==> src/rtl/interpolator.sv <==
// Linear interpolator: ramps from the previous low-rate sample to the
// current one over R = 2^LOG2_R clocks, one output per clock.
// Ports:
//   clk       system clock, rising edge
//   rst       synchronous reset, active high
//   data_in   low-rate unsigned sample
//   new_data  single-cycle strobe, data_in valid
//   ready     holding register empty
//   data_out  interpolated sample (registered)
//   out_valid data_out valid, high every cycle once running
//   underrun  sticky: a period ended with no next sample
//   overrun   sticky: a sample was dropped, holding register full
module interpolator #(
   parameter int DATA_W = 12,
   parameter int LOG2_R = 9
) (
   input  logic              clk,
   input  logic              rst,
   input  logic [DATA_W-1:0] data_in,
   input  logic              new_data,
   output logic              ready,
   output logic [DATA_W-1:0] data_out,
   output logic              out_valid,
   output logic              underrun,
   output logic              overrun
);

   localparam int ACC_W = DATA_W + LOG2_R + 1;

   typedef enum logic [1:0] {
      S_EMPTY,
      S_PRIME,
      S_RUN
   } state_t;

   state_t state, state_nxt;

   logic [DATA_W-1:0]        prev;
   logic [DATA_W-1:0]        cur;
   logic [DATA_W-1:0]        hold;
   logic                     hold_full;
   logic signed [DATA_W:0]   delta;
   logic signed [ACC_W-1:0]  acc;
   logic [LOG2_R-1:0]        phase;

   logic                     running;
   logic                     period_end;
   logic                     take_hold;
   logic                     bypass;
   logic                     capture;
   logic                     refill;
   logic                     drop;
   logic [DATA_W-1:0]        next_cur;
   logic signed [ACC_W-1:0]  delta_ext;

   function automatic logic signed [DATA_W:0] diff(
      input logic [DATA_W-1:0] a,
      input logic [DATA_W-1:0] b
   );
      return $signed({1'b0, a}) - $signed({1'b0, b});
   endfunction

   // Sample placed on the integer part of the accumulator.
   function automatic logic signed [ACC_W-1:0] scale(
      input logic [DATA_W-1:0] v
   );
      return {1'b0, v, {LOG2_R{1'b0}}};
   endfunction

   assign ready      = !hold_full;
   assign running    = (state == S_RUN);
   assign period_end = running && (phase == {LOG2_R{1'b1}});
   assign take_hold  = period_end && hold_full;
   assign bypass     = period_end && !hold_full && new_data;
   assign capture    = running && new_data && !hold_full && !period_end;
   assign refill     = take_hold && new_data;
   assign drop       = running && new_data && hold_full && !period_end;
   assign delta_ext  = {{LOG2_R{delta[DATA_W]}}, delta};

   // With no next sample, next_cur == cur and the new delta is zero,
   // so the output holds flat until a sample arrives.
   always_comb begin
      next_cur = cur;
      if (take_hold) begin
         next_cur = hold;
      end else if (bypass) begin
         next_cur = data_in;
      end
   end

   always_comb begin
      state_nxt = state;
      unique case (state)
         S_EMPTY: if (new_data) state_nxt = S_PRIME;
         S_PRIME: if (new_data) state_nxt = S_RUN;
         S_RUN:   state_nxt = S_RUN;
         default: state_nxt = S_EMPTY;
      endcase
   end

   always_ff @(posedge clk) begin
      if (rst) begin
         state <= S_EMPTY;
      end else begin
         state <= state_nxt;
      end
   end

   always_ff @(posedge clk) begin
      if (rst) begin
         prev      <= '0;
         cur       <= '0;
         hold      <= '0;
         hold_full <= 1'b0;
         delta     <= '0;
         acc       <= '0;
         phase     <= '0;
         data_out  <= '0;
         out_valid <= 1'b0;
         underrun  <= 1'b0;
         overrun   <= 1'b0;
      end else begin
         unique case (state)
            S_EMPTY: begin
               out_valid <= 1'b0;
               if (new_data) prev <= data_in;
            end
            S_PRIME: begin
               out_valid <= 1'b0;
               if (new_data) begin
                  cur   <= data_in;
                  delta <= diff(data_in, prev);
                  acc   <= scale(prev);
                  phase <= '0;
               end
            end
            S_RUN: begin
               data_out  <= acc[LOG2_R+DATA_W-1:LOG2_R];
               out_valid <= 1'b1;
               phase     <= phase + LOG2_R'(1);
               if (period_end) begin
                  // Exact reload at each period start: no drift.
                  prev  <= cur;
                  acc   <= scale(cur);
                  cur   <= next_cur;
                  delta <= diff(next_cur, cur);
                  if (!take_hold && !bypass) underrun <= 1'b1;
               end else begin
                  acc <= acc + delta_ext;
               end
               if (capture || refill) hold <= data_in;
               if (capture) begin
                  hold_full <= 1'b1;
               end else if (take_hold && !new_data) begin
                  hold_full <= 1'b0;
               end
               if (drop) overrun <= 1'b1;
            end
            default: out_valid <= 1'b0;
         endcase
      end
   end

endmodule

==> config.mk <==
export PLATFORM = sky130hd
export DESIGN_NAME = interpolator
export DESIGN_NICKNAME = d
export VERILOG_FILES = /design/src/rtl/interpolator.sv
export SDC_FILE = /design/constraint.sdc
export NUM_CORES = 1
export LEC_CHECK = 0
export ABC_AREA = 1
export CAP_MARGIN = 10
export CORE_MARGIN = 2
export CORE_UTILIZATION = 30
export CTS_CLUSTER_SIZE = 8
export DETAILED_ROUTE_END_ITERATION = 16
export SYNTH_ARGS = -nofsm -noshare
export SYNTH_HDL_FRONTEND = slang
export SYNTH_SLANG_ARGS = --single-unit
export TNS_END_PERCENT = 5
==> constraint.sdc <==
create_clock -name clk -period 6.15 [get_ports clk]
set_clock_uncertainty 0.2 [all_clocks]
set_input_delay 0.615 -clock clk [delete_from_list [all_inputs] [get_ports clk]]
set_output_delay 0.615 -clock clk [all_outputs]
set_load 0.005 [all_outputs]
# Word level (Yosys, flattened, before mapping)
# Index checks and enable logic that the tools add are counted.
# classes
n_addsub,4
mux,21
eq_ne,6
n_reduce_logical,30
# ops
operator,count
$mux W12,5
$pmux W12 S2,2
$mux W22,2
$pmux W22 S2,1
$mux W13,2
$pmux W13 S2,1
$sub A12 B12 Y13,2
$add A22 B13 Y22,1
$pmux W9 S2,1
$logic_and A1 B1 Y1,12
$reduce_and A2 Y1,5
$add A9 B1 Y9 const B,1
$eq A9 B9 Y1 const B,1
$mux W9,1
$reduce_and A3 Y1,3
$pmux W2 S3,1
$reduce_bool A2 Y1,3
$logic_not A1 Y1,5
$mux W2,2
$ne A2 B2 Y1 const B,2
$mux W1,3
$eq A2 B1 Y1 const B,1
$eq A2 B2 Y1 const B,1
$logic_not A2 Y1,1
2 further kinds,2
# totals
reg_bits,98
output_inout_bits,16
wordCells,73
inputBits,15

# Depth between registers and ports, before layout
# Gate-level depths: netlist of the first run.
# logic_depth
ltp_word,9
ltp_mapped,25
ltp_nobuf,24

# Worst setup path before layout of the first run
# OpenSTA, ideal clock, no wires.
# synth_path
path_kind,register to register
startpoint,register phase[0]
endpoint,register delta[11]
arrival_ps,3074
setup_slack_ps,2767
t_required_ps,5841
stages_incl_launch_ff,24
setup_time_ps,109
n_path_buf,2
synth_period_minus_slack_ps,3383
path_cell_list,dfxtp_1 > ha_1 > nand3_1 > nor2_1 > nand2_1 > nor2_1 > ha_1 > nand2_2 > inv_2 > nand2_1 > buf_2 > buf_2 > o21a_1 > ha_1 > a21oi_1 > nand2_1 > nand3_1 > nand3_1 > nor2_1 > nor2_1 > nand2_1 > nand3_1 > nand2_1 > inv_1
# synth_between
elab_chain_len,9
elab_cells_between_ends,12
cone_classes,add/sub (1); eq/ne (2); mux (4); reduce/logical (5)
# synth_rtl
item,line,source
"start, declared",44,logic [LOG2_R-1:0] phase;
"start signal, assigned",140,phase <= phase + LOG2_R'(1);
$eq A9 B9 Y1 (*),72,assign period_end = running && (phase == {LOG2_R{1'b1}});
$logic_and A1 B1 Y1 (*),72,
$logic_and A1 B1 Y1 (2 in a row),74,assign bypass = period_end && !hold_full && new_data;
$mux W12,86,end else if (bypass) begin
$mux W12,84,if (take_hold) begin
$sub A12 B12 Y13,60,"return $signed({1'b0, a}) - $signed({1'b0, b});"
$mux W13,141,if (period_end) begin
$pmux W13 S2,123,unique case (state)
"end signal, assigned",132,"delta <= diff(data_in, prev);"
"end signal, assigned",146,"delta <= diff(next_cur, cur);"
"end, declared",42,logic signed [DATA_W:0] delta;
# Mark *: on every way between the ends. The rest lies on a longest branch, timed or not. The select of a mux whose other input is x is not followed.
# A chain may end at the register's enable or synchronous reset.

# Final worst setup path of the first run
# layout_path
startpoint,register phase[0]
endpoint,register delta[8]
# Same word-level chain as after synthesis.

==> flow_metrics.tcl, run 1 <==
set metrics [dict create \
    route.vias.total 6918 \
    setup_tns_ps 0 \
    synth-edff-count 0 \
    maxSlewViolCount 0 \
    internal_power_uw 1937 \
    synth_top_area_share_pct 28.47 \
    slew_headroom_pct 24.33 \
    setup_viol 0 \
    arrival_ps 4760 \
    rsz0062_at_grt "false" \
    synthesis.area_mm2 0.006820 \
    r2r-start "phase[0]" \
    cts_buffer_depth 2 \
    grt_max_degree 65 \
    ys.flop_type "dfxtp_1" \
    leakage_uw 0.003453 \
    finalCritPeriodShare_pct 76.36 \
    top_usage_layer "met2" \
    reg2reg_slack_ps 1450 \
    overflow 0 \
    detail_route.vias_per_cell 5.117 \
    ir_drop_mv 0.2274 \
    hpwl_um 15120 \
    rr_worst_depth 21 \
    synth_cell_type_count 40 \
    maxCapViolations 0 \
    path_class "register to register" \
    ys_top_cells_by_count "nand2_1 (235), inv_1 (133), nor2_1 (110), o21ai_0 (109), dfxtp_1 (97)" \
    firstDrtPassIters 5 \
    grt_pass1_wl_um 32690 \
    synth_seq_cells 97 \
    hold_path.class "register to register" \
    cp-end-kind "register" \
    grt_pass1_vias 6211 \
    antenna_found_initial 0 \
    core_mm2 0.02250 \
    htreeDepth 3 \
    numCtsBuffers 9 \
    netlist_top_cells_area "dfxtp_1 (28%), nand2_1 (13%), ha_1 (9.2%)" \
    routedWlPerCell_um 15.12 \
    switching_power_uw 1997 \
    required_ps 6210 \
    die_w_um 154.8 \
    portBuffers 30 \
    power_frac_comb_pct 60.3 \
    p_per_area_mw_per_mm2 517.4 \
    die_h_um 154.8 \
    routabilityCongestion 0.9389 \
    worst_skew_pair.late_latency_ps 360 \
    fin_cells 1352 \
    dieArea_mm2 0.02396 \
    crit_chain "ha_1, nand3_1, nor2_1, nand2_1, nor2_1, ha_1, nand2_2, inv_2, nand2_1, o21ai_0, ha_1, inv_1, fa_1, nand3_1, nand2_1, nand2_1, nand2_1, o21ai_0, nand3_1, nand2_1, inv_1" \
    period_needed_ps 4696 \
    avgSynthCellArea_um2 6.459 \
    fin_nets 1130 \
    clk_pin_slew_ps 70 \
    drt_wl_total_um 20440 \
    finalHoldViolCount 0 \
    switching_share_pct 50.76 \
    status "completed" \
    slowest_stage "nand2_1" \
    antenna_cells 0 \
    num_rows 55 \
    syn_inst 1056 \
    post-cts-setup-buffers 0 \
    synth_nets 1124 \
    clkPwrFrac_pct 14.1 \
    hold_ws_ps 270.1 \
    cpMostUsedCell "nand2_1" \
    cp-start-kind "register" \
    p_total_uw 3934 \
    synth_most_common_cell "nand2_1" \
    layout-drive-gt1-share_pct 3.093 \
    io_pins 31 \
    seqPwrFrac_pct 25.7 \
    grtUsageTotal_pct 17.22 \
    cts_tree "built" \
    ctsResizeCount 0 \
    drtAntennaViolNets 0 \
    worst_pin_slew_ps 1126 \
    grtUsageMet2_pct 27.23 \
    path_max_fanout 35 \
    met1_usage_pct 24.24 \
    drt-initial-drc-count 484 \
    start_util_pct 30.31 \
    area_delta_synth_final_pct 11.50 \
    dpl.cell_count 1336 \
    holdPathStages 2 \
    cts.sinks 97 \
    fmax_mhz 212.9 \
    hold_end "hold[8]" \
    seq_area_frac_synth_pct 28.47 \
    hold_start "hold[8]" \
    cts_hold_buf 0 \
    cp_slowest_stage_delay_ps 670 \
    drc_errors 0 \
    async_reset_ff_share_pct 0 \
    root_buffer "clkbuf_16" \
    ys_warn_count 0 \
    r2r-end "delta[8]" \
    grt_use_met3_pct 2.690 \
    synth_top_area_cell "dfxtp_1" \
]
==> power groups by stage <==
stage	Combinational, uW	Sequential, uW	Clock, uW
6_report	2370	1010	554
5_1_grt	2680	1030	589
4_1_cts	2350	1010	562
3_5_place_dp	2330	1020	0
3_3_place_gp	2310	1020	0
2_1_floorplan	1760	957	0
==> worst max path at each step <==
stage | endpoint | slack (ps) | start | depth (start not counted)
2_1_floorplan | delta[11] | 2770 | phase[0] | 23
3_3_place_gp | delta[8] | 1760 | phase[0] | 21
3_5_place_dp | delta[8] | 1560 | phase[0] | 21
4_1_cts | delta[8] | 1530 | phase[0] | 21
5_1_grt | delta[8] | 950 | phase[0] | 21
6_report | delta[8] | 1450 | phase[0] | 21
==> critical path, delay by kind of cell (launching register included) <==
| family | cells | cell delay, ps |
|---|---|---|
| buffers and inverters | 3 | 400 |
| AND/OR/NAND/NOR | 12 | 1780 |
| adder cells (fa/ha/maj) | 4 | 1140 |
| flip-flops | 1 | 390 |
| AO/OA/AOI/OAI | 2 | 700 |
==> metal layers <==
metal	share of wire (%)	vias up
met5	0	-
met4	2.1	0
met3	4.2	21
met2	45	164
met1	49	3177
li1	-	3556
==> through the flow <==
| step | utilization [%] | instance area, um2 | setup WS [ps] |
|---|---|---|---|
| 2_1_floorplan | - | 6820 | 2767 |
| 3_3_place_gp | 32.55 | 7326 | 1756 |
| 3_5_place_dp | 32.55 | 7326 | 1555 |
| 4_1_cts | 33.79 | 7605 | 1532 |
| 5_1_grt | 33.79 | 7605 | 951.0 |
| 6_report | 33.79 | 7605 | 1454 |
==> placed cells by master, fill, tap and decap left out, drive strengths merged <==
| cell type | Yosys | layout |
|---|---|---|
| nand2 | 236 | 236 |
| a221oi | 11 | 11 |
| fa | 3 | 3 |
| xnor2 | 1 | 1 |
| o21bai | 7 | 7 |
| o211ai | 26 | 26 |
| nor3 | 11 | 11 |
| a211oi | 1 | 1 |
| nor4 | 1 | 1 |
| nand3b | 7 | 7 |
| o22ai | 1 | 1 |
| clkbuf | 25 | 11 |
| o21a | 12 | 12 |
| inv | 136 | 138 |
| dfxtp | 97 | 97 |
| a31oi | 17 | 17 |
| nand3 | 78 | 78 |
| nand4 | 7 | 7 |
| buf | 14 | 4 |
| nor2 | 113 | 113 |
| a21oi | 85 | 85 |
| xor2 | 1 | 1 |
| clkinv | 0 | 3 |
| o21ai | 109 | 109 |
| or2 | 2 | 2 |
| clkdlybuf4s50 | 0 | 30 |
| a32o | 2 | 2 |
| a21o | 2 | 2 |
| and2 | 1 | 1 |
| ha | 50 | 50 |
==> flip-flops by register name, indices dropped and copies added (netlist names) <==
name / cells
prev: 12
underrun: 1
overrun: 1
hold: 12
delta: 13
state: 2
hold_full: 1
out_valid: 1
phase: 9
cur: 12
data_out: 12
acc: 21
==> area by class of cell <==
class	count	area (um2)
Clock buffer	11	242.7
Clock inverter	5	36.28
Fill cell	2459	14900
Inverter	136	513.0
Multi-Input combinational cell	784	4184
Sequential cell	97	1942
Tap cell	285	356.6
Timing Repair Buffer	34	330.3
==> kinds of logic after synthesis <==
kind of cell    Yosys count  synth area share, %
compound gates          273                23.13
simple gates            456                27.90
flops                    97                28.47
buf+inv                 175                10.18
fa+ha+maj                53                10.05
xor+xnor                  2               0.2569
(Power assumes the default switching activity.)
==> inputs of run 2 (changes only) <==
==> constraint.sdc (replaced) <==
create_clock -name clk -period 3.9 [get_ports clk]
set_clock_uncertainty 0.2 [all_clocks]
set_input_delay 0.39 -clock clk [delete_from_list [all_inputs] [get_ports clk]]
set_output_delay 0.39 -clock clk [all_outputs]
set_load 0.005 [all_outputs]
==> run 2 against run 1 <==
Against the previous run:
- final area up 2.0%
- clock power grew 58%
- die area is the same
- maximum frequency up 31%
- largest cell class unchanged
- largest power group unchanged
==> flow_metrics.tcl, run 2 (synthesis results as in run 1) <==
set metrics [dict create \
    dp_slack_ps 314.1 \
    firstDrtPassIters 6 \
    drtAntennaViolNets 0 \
    r2r-start "phase[0]" \
    period_needed_ps 3586 \
    setup_tns_ps 0 \
    layout-drive-gt1-share_pct 4.713 \
    layout_common_cells "nand2_1 (234), inv_1 (132), nor2_1 (110)" \
    routabilityCongestion 0.9281 \
    worst_pin_slew_ps 819.8 \
    hold_path.class "register to register" \
    required_ps 3960 \
    drc_errors 0 \
    cp-start-kind "register" \
    portBuffers 30 \
    largest_reg_flops 21 \
    grt_pass1_wl_um 32930 \
    drt-initial-drc-count 566 \
    p_per_area_mw_per_mm2 815.4 \
    grt_use_met3_pct 3.446 \
    numCtsBuffers 9 \
    num_rows 55 \
    hpwl_um 15130 \
    start_util_pct 30.31 \
    drt_wl_total_um 20240 \
    met1_usage_pct 23.14 \
    top_usage_layer "met2" \
    area_delta_synth_final_pct 13.72 \
    maxCapViolations 0 \
    reg2reg_slack_ps 310 \
    post-cts-setup-buffers 0 \
    cp-end-kind "register" \
    hold_end "hold[3]" \
    route.vias.total 7031 \
    rsz0062_at_grt "false" \
    dieArea_mm2 0.02396 \
    die_w_um 154.8 \
    ir_drop_mv 0.3244 \
    arrival_ps 3650 \
    largest_registers "acc x21, delta x13" \
    fmax_mhz 278.8 \
    cts_tree "built" \
    detail_route.vias_per_cell 5.143 \
    rr_worst_depth 24 \
    core_mm2 0.02250 \
    final_common_cell "nand2_1" \
    maxSlewViolCount 0 \
    htreeDepth 3 \
    top_register "acc" \
    status "completed" \
    path_class "register to register" \
    path_max_fanout 21 \
    cts.sinks 97 \
    r2r-end "delta[6]" \
    io_pins 31 \
    setup_viol 0 \
    grt_pass1_vias 6388 \
    die_h_um 154.8 \
    fin_nets 1145 \
    cts_buffer_depth 2 \
    slew_headroom_pct 45.35 \
    leakage_uw 0.003523 \
    hold_start "hold[3]" \
    routedWlPerCell_um 14.81 \
    antenna_found_initial 0 \
    root_buffer "clkbuf_16" \
    grtUsageMet2_pct 28.06 \
    finalCritPeriodShare_pct 91.96 \
    antenna_cells 0 \
    holdPathStages 2 \
    finish.utilization_pct 34.47 \
    grtUsageTotal_pct 17.05 \
    clk_pin_slew_ps 80 \
    overflow 0 \
    grt_max_degree 47 \
    finalHoldViolCount 0 \
    timing.final.ws_setup_ps 313.6 \
    worst_skew_pair.late_latency_ps 360 \
]
run 2: cell count changes in the layout (fill, tap and decap cells not counted), sizes merged:
cell,before,now
buf,4,19
inv,138,139
clkbuf,11,10
clkinv,3,1
clkinvlp,0,2
run 2: critical path: stages, from the launching register on:
cell     delay, ps
dfxtp_1        370
ha_1           200
nand3_1         80
nor2_1         120
nand2_1         80
nor2_1         110
ha_2           210
nand2_2        110
nor3_4         170
buf_12         180
nand2_1         60
nand3_1         70
o21ai_1         80
ha_1           190
inv_1          180
fa_1           280
nand3_1         80
nand2_1        150
inv_1           70
o21ai_0        140
nand2_1         70
nand3_1         80
nand3_1         70
nand2_1         70
inv_1           30
run 2: stage by stage:
stage	cells	hold slack (ps)	total power [uW]	instance area [um2]
after floorplan	1056	220.5	4286	6820
after global placement	1351	238.8	5370	7463
after detailed placement	1351	249.8	5383	7463
after CTS	1367	260.9	6281	7741
after global routing	1367	278.2	6929	7756
final	1367	265.1	6324	7756
run 2: power breakdown:
group,switching [uW],internal [uW],total [uW]
registers,259,1320,1580
clock network,435,442,876
logic,2510,1360,3870
run 2: worst max path at each step:
| stage | from | cells after the start | slack (ps) | end |
|---|---|---|---|---|
| floorplan | phase[0] | 23 | 520 | delta[11] |
| global placement | phase[0] | 23 | 380 | delta[11] |
| detailed placement | phase[0] | 24 | 310 | delta[6] |
| CTS | phase[0] | 24 | 280 | delta[6] |
| global route | phase[0] | 25 | 7 | delta[11] |
| finish | phase[0] | 24 | 310 | delta[6] |
run 2: layout make-up:
cell class	count	area [um2]
clock buffers	10	229.0
clock inverters	6	48.80
fillers	2428	14750
inverters	136	513.0
multi-input cells	784	4199
flip-flops and latches	97	1942
well taps	285	356.6
repair buffers	49	467.9
run 2: layer usage:
metal  vias up  routed length [um]
met4         0                 205
met1      3250                9650
li1       3591                   -
met3        18                1199
met2       172                9187
met5         -                   0
run 2: repair_timing:
action                     CTS  global route
gates resized for setup      0             5
hold buffers                 0             0
setup endpoints to repair    0             4
==> inputs of run 3 (changes only) <==
--- a/config.mk
+++ b/config.mk
@@ -11,6 +11,8 @@
 export CORE_UTILIZATION = 30
 export CTS_CLUSTER_SIZE = 8
 export DETAILED_ROUTE_END_ITERATION = 16
+export DONT_BUFFER_PORTS = 1
+export SLEW_MARGIN = 25
 export SYNTH_ARGS = -nofsm -noshare
 export SYNTH_HDL_FRONTEND = slang
 export SYNTH_SLANG_ARGS = --single-unit
==> run 3 against run 2 <==
Against the previous run:
- critical path depth is 1 lower
- sequential share of layout area rose by 0.57 points
- clock power is 18% higher
==> flow_metrics.tcl, run 3 (synthesis results as in run 1) <==
set metrics [dict create \
    cp-end-kind "register" \
    fillCellCount 2430 \
    drtAntennaViolNets 0 \
    routedWlPerCell_um 15.16 \
    firstDrtPassIters 5 \
    cts_buffer_depth 2 \
    arrival_ps 3720 \
    layout_common_cells "nand2_1 (235), inv_1 (132), nor2_1 (110)" \
    num_rows 55 \
    antenna_found_initial 0 \
    die_h_um 154.8 \
    route.vias.total 6927 \
    detail_route.vias_per_cell 5.162 \
    grt_max_degree 51 \
    maxCapViolations 0 \
    fin_nets 1120 \
    cts_tree "built" \
    io_pins 31 \
    hold_path.class "primary input to register" \
    largest_reg_flops 21 \
    hpwl_um 14570 \
    die_w_um 154.8 \
    leakage_uw 0.003454 \
    ir_drop_mv 0.3414 \
    status "completed" \
    slew_headroom_pct 47.29 \
    overflow 0 \
    worst_pin_slew_ps 790.7 \
    dpl.cell_count 1313 \
    antenna_cells 0 \
    grtUsageTotal_pct 17.14 \
    p_per_area_mw_per_mm2 834.2 \
    path_max_fanout 21 \
    finalHoldViolCount 0 \
    portBuffers 0 \
    start_util_pct 30.31 \
    dieArea_mm2 0.02396 \
    grt_pass1_wl_um 32690 \
    p_total_uw 6325 \
    core_mm2 0.02250 \
    drt-initial-drc-count 531 \
    worst_skew_pair.late_latency_ps 360 \
    area_delta_synth_final_pct 11.17 \
    fmax_mhz 273.8 \
    numCtsBuffers 9 \
    fin_cells 1342 \
    required_ps 3970 \
    path_class "register to register" \
    final_common_cell "nand2_1" \
    maxSlewViolCount 0 \
    root_buffer "clkbuf_16" \
    drt_wl_total_um 20340 \
    htreeDepth 3 \
    period_needed_ps 3653 \
    rsz0062_at_grt "true" \
    grt_pass1_vias 6296 \
    routabilityCongestion 0.8968 \
    setup_viol 0 \
    cp-start-kind "register" \
    top_register "acc" \
    largest_registers "acc x21, delta x13" \
    clk_pin_slew_ps 70 \
    finalCritPeriodShare_pct 93.66 \
    post-cts-setup-buffers 0 \
    drc_errors 0 \
    cts.sinks 97 \
    layout-drive-gt1-share_pct 4.541 \
]
-- run 3: cell types whose count changed in the layout (fill, tap and decap cells not counted), sizes merged --
cell	previous run	this run
clkinvlp	2	1
dlygate4sd3	0	12
buf	19	12
bufinv	0	2
clkinv	1	0
clkdlybuf4s50	30	0
-- run 3: through the flow --
stage	TNS, ps	cell area [um2]	setup WS, ps	util [%]	hold WS [ps]
4_1_cts	0	7533	159.5	33.48	9.899
3_3_place_gp	0	7078	363.6	31.45	241.5
2_1_floorplan	0	6820	516.9	-	220.5
5_1_grt	-4.978	7582	-4.978	33.69	19.51
3_5_place_dp	0	7078	208.0	31.45	250.6
6_report	0	7582	247.2	33.69	17.96
-- run 3: worst paths after layout --
kind | from | slack [ps] | end | cells after the start
min reg2reg | hold[0] | 260 | hold[0] | 2
min | data_in[5] | 20 | hold[5] | 2
max | phase[0] | 250 | delta[11] | 23
max reg2reg | phase[0] | 250 | delta[11] | 23
-- run 3: where the power goes --
part | switching, uW | internal (uW) | leakage [uW] | total, uW
clock | 438 | 589 | 0.000162 | 1030
combinational | 2430 | 1270 | 0.00250 | 3700
sequential | 276 | 1320 | 0.000795 | 1600
-- run 3: layout make-up --
| type | instances | area, um2 | share of cell area (%) |
|---|---|---|---|
| Inverter | 136 | 513.0 | 6.766 |
| Clock buffer | 10 | 239.0 | 3.152 |
| Sequential cell | 97 | 1942 | 25.61 |
| Tap cell | 285 | 356.6 | 4.703 |
| Multi-Input combinational cell | 784 | 4202 | 55.41 |
| Clock inverter | 6 | 96.34 | 1.271 |
| Timing Repair Buffer | 24 | 234.0 | 3.086 |
-- run 3: critical path, cell delays in order, from the launching register on --
cell and delay, ps:
dfxtp_1 390, ha_1 210, nand3_1 80, nor2_1 140
nand2_1 80, nor2_1 120, ha_2 250, nand2_2 120
nor3_2 150, buf_6 220, nand2_1 80, o211ai_1 120
o21a_1 170, ha_2 310, a21oi_2 190, nand2_1 140
nand3_1 100, nand3_1 80, nor2_1 90, nor2_1 40
nand2_1 70, nand3_1 90, nand2_1 70, inv_1 30
-- run 3: what timing repair did --
action	4_1_cts	5_1_grt
setup endpoints to repair	0	10
resized for setup	0	7
hold endpoints to repair	26	0
hold buffers	12	0
-- run 3: routing by layer --
| layer | track usage (%) | wire, um | vias to the layer above |
|---|---|---|---|
| met4 | 3.660 | 207 | 0 |
| met1 | 23.48 | 9592 | 3173 |
| met5 | 0 | 0 | - |
| li1 | - | - | 3543 |
| met2 | 27.44 | 9037 | 196 |
| met3 | 4.119 | 1507 | 15 |
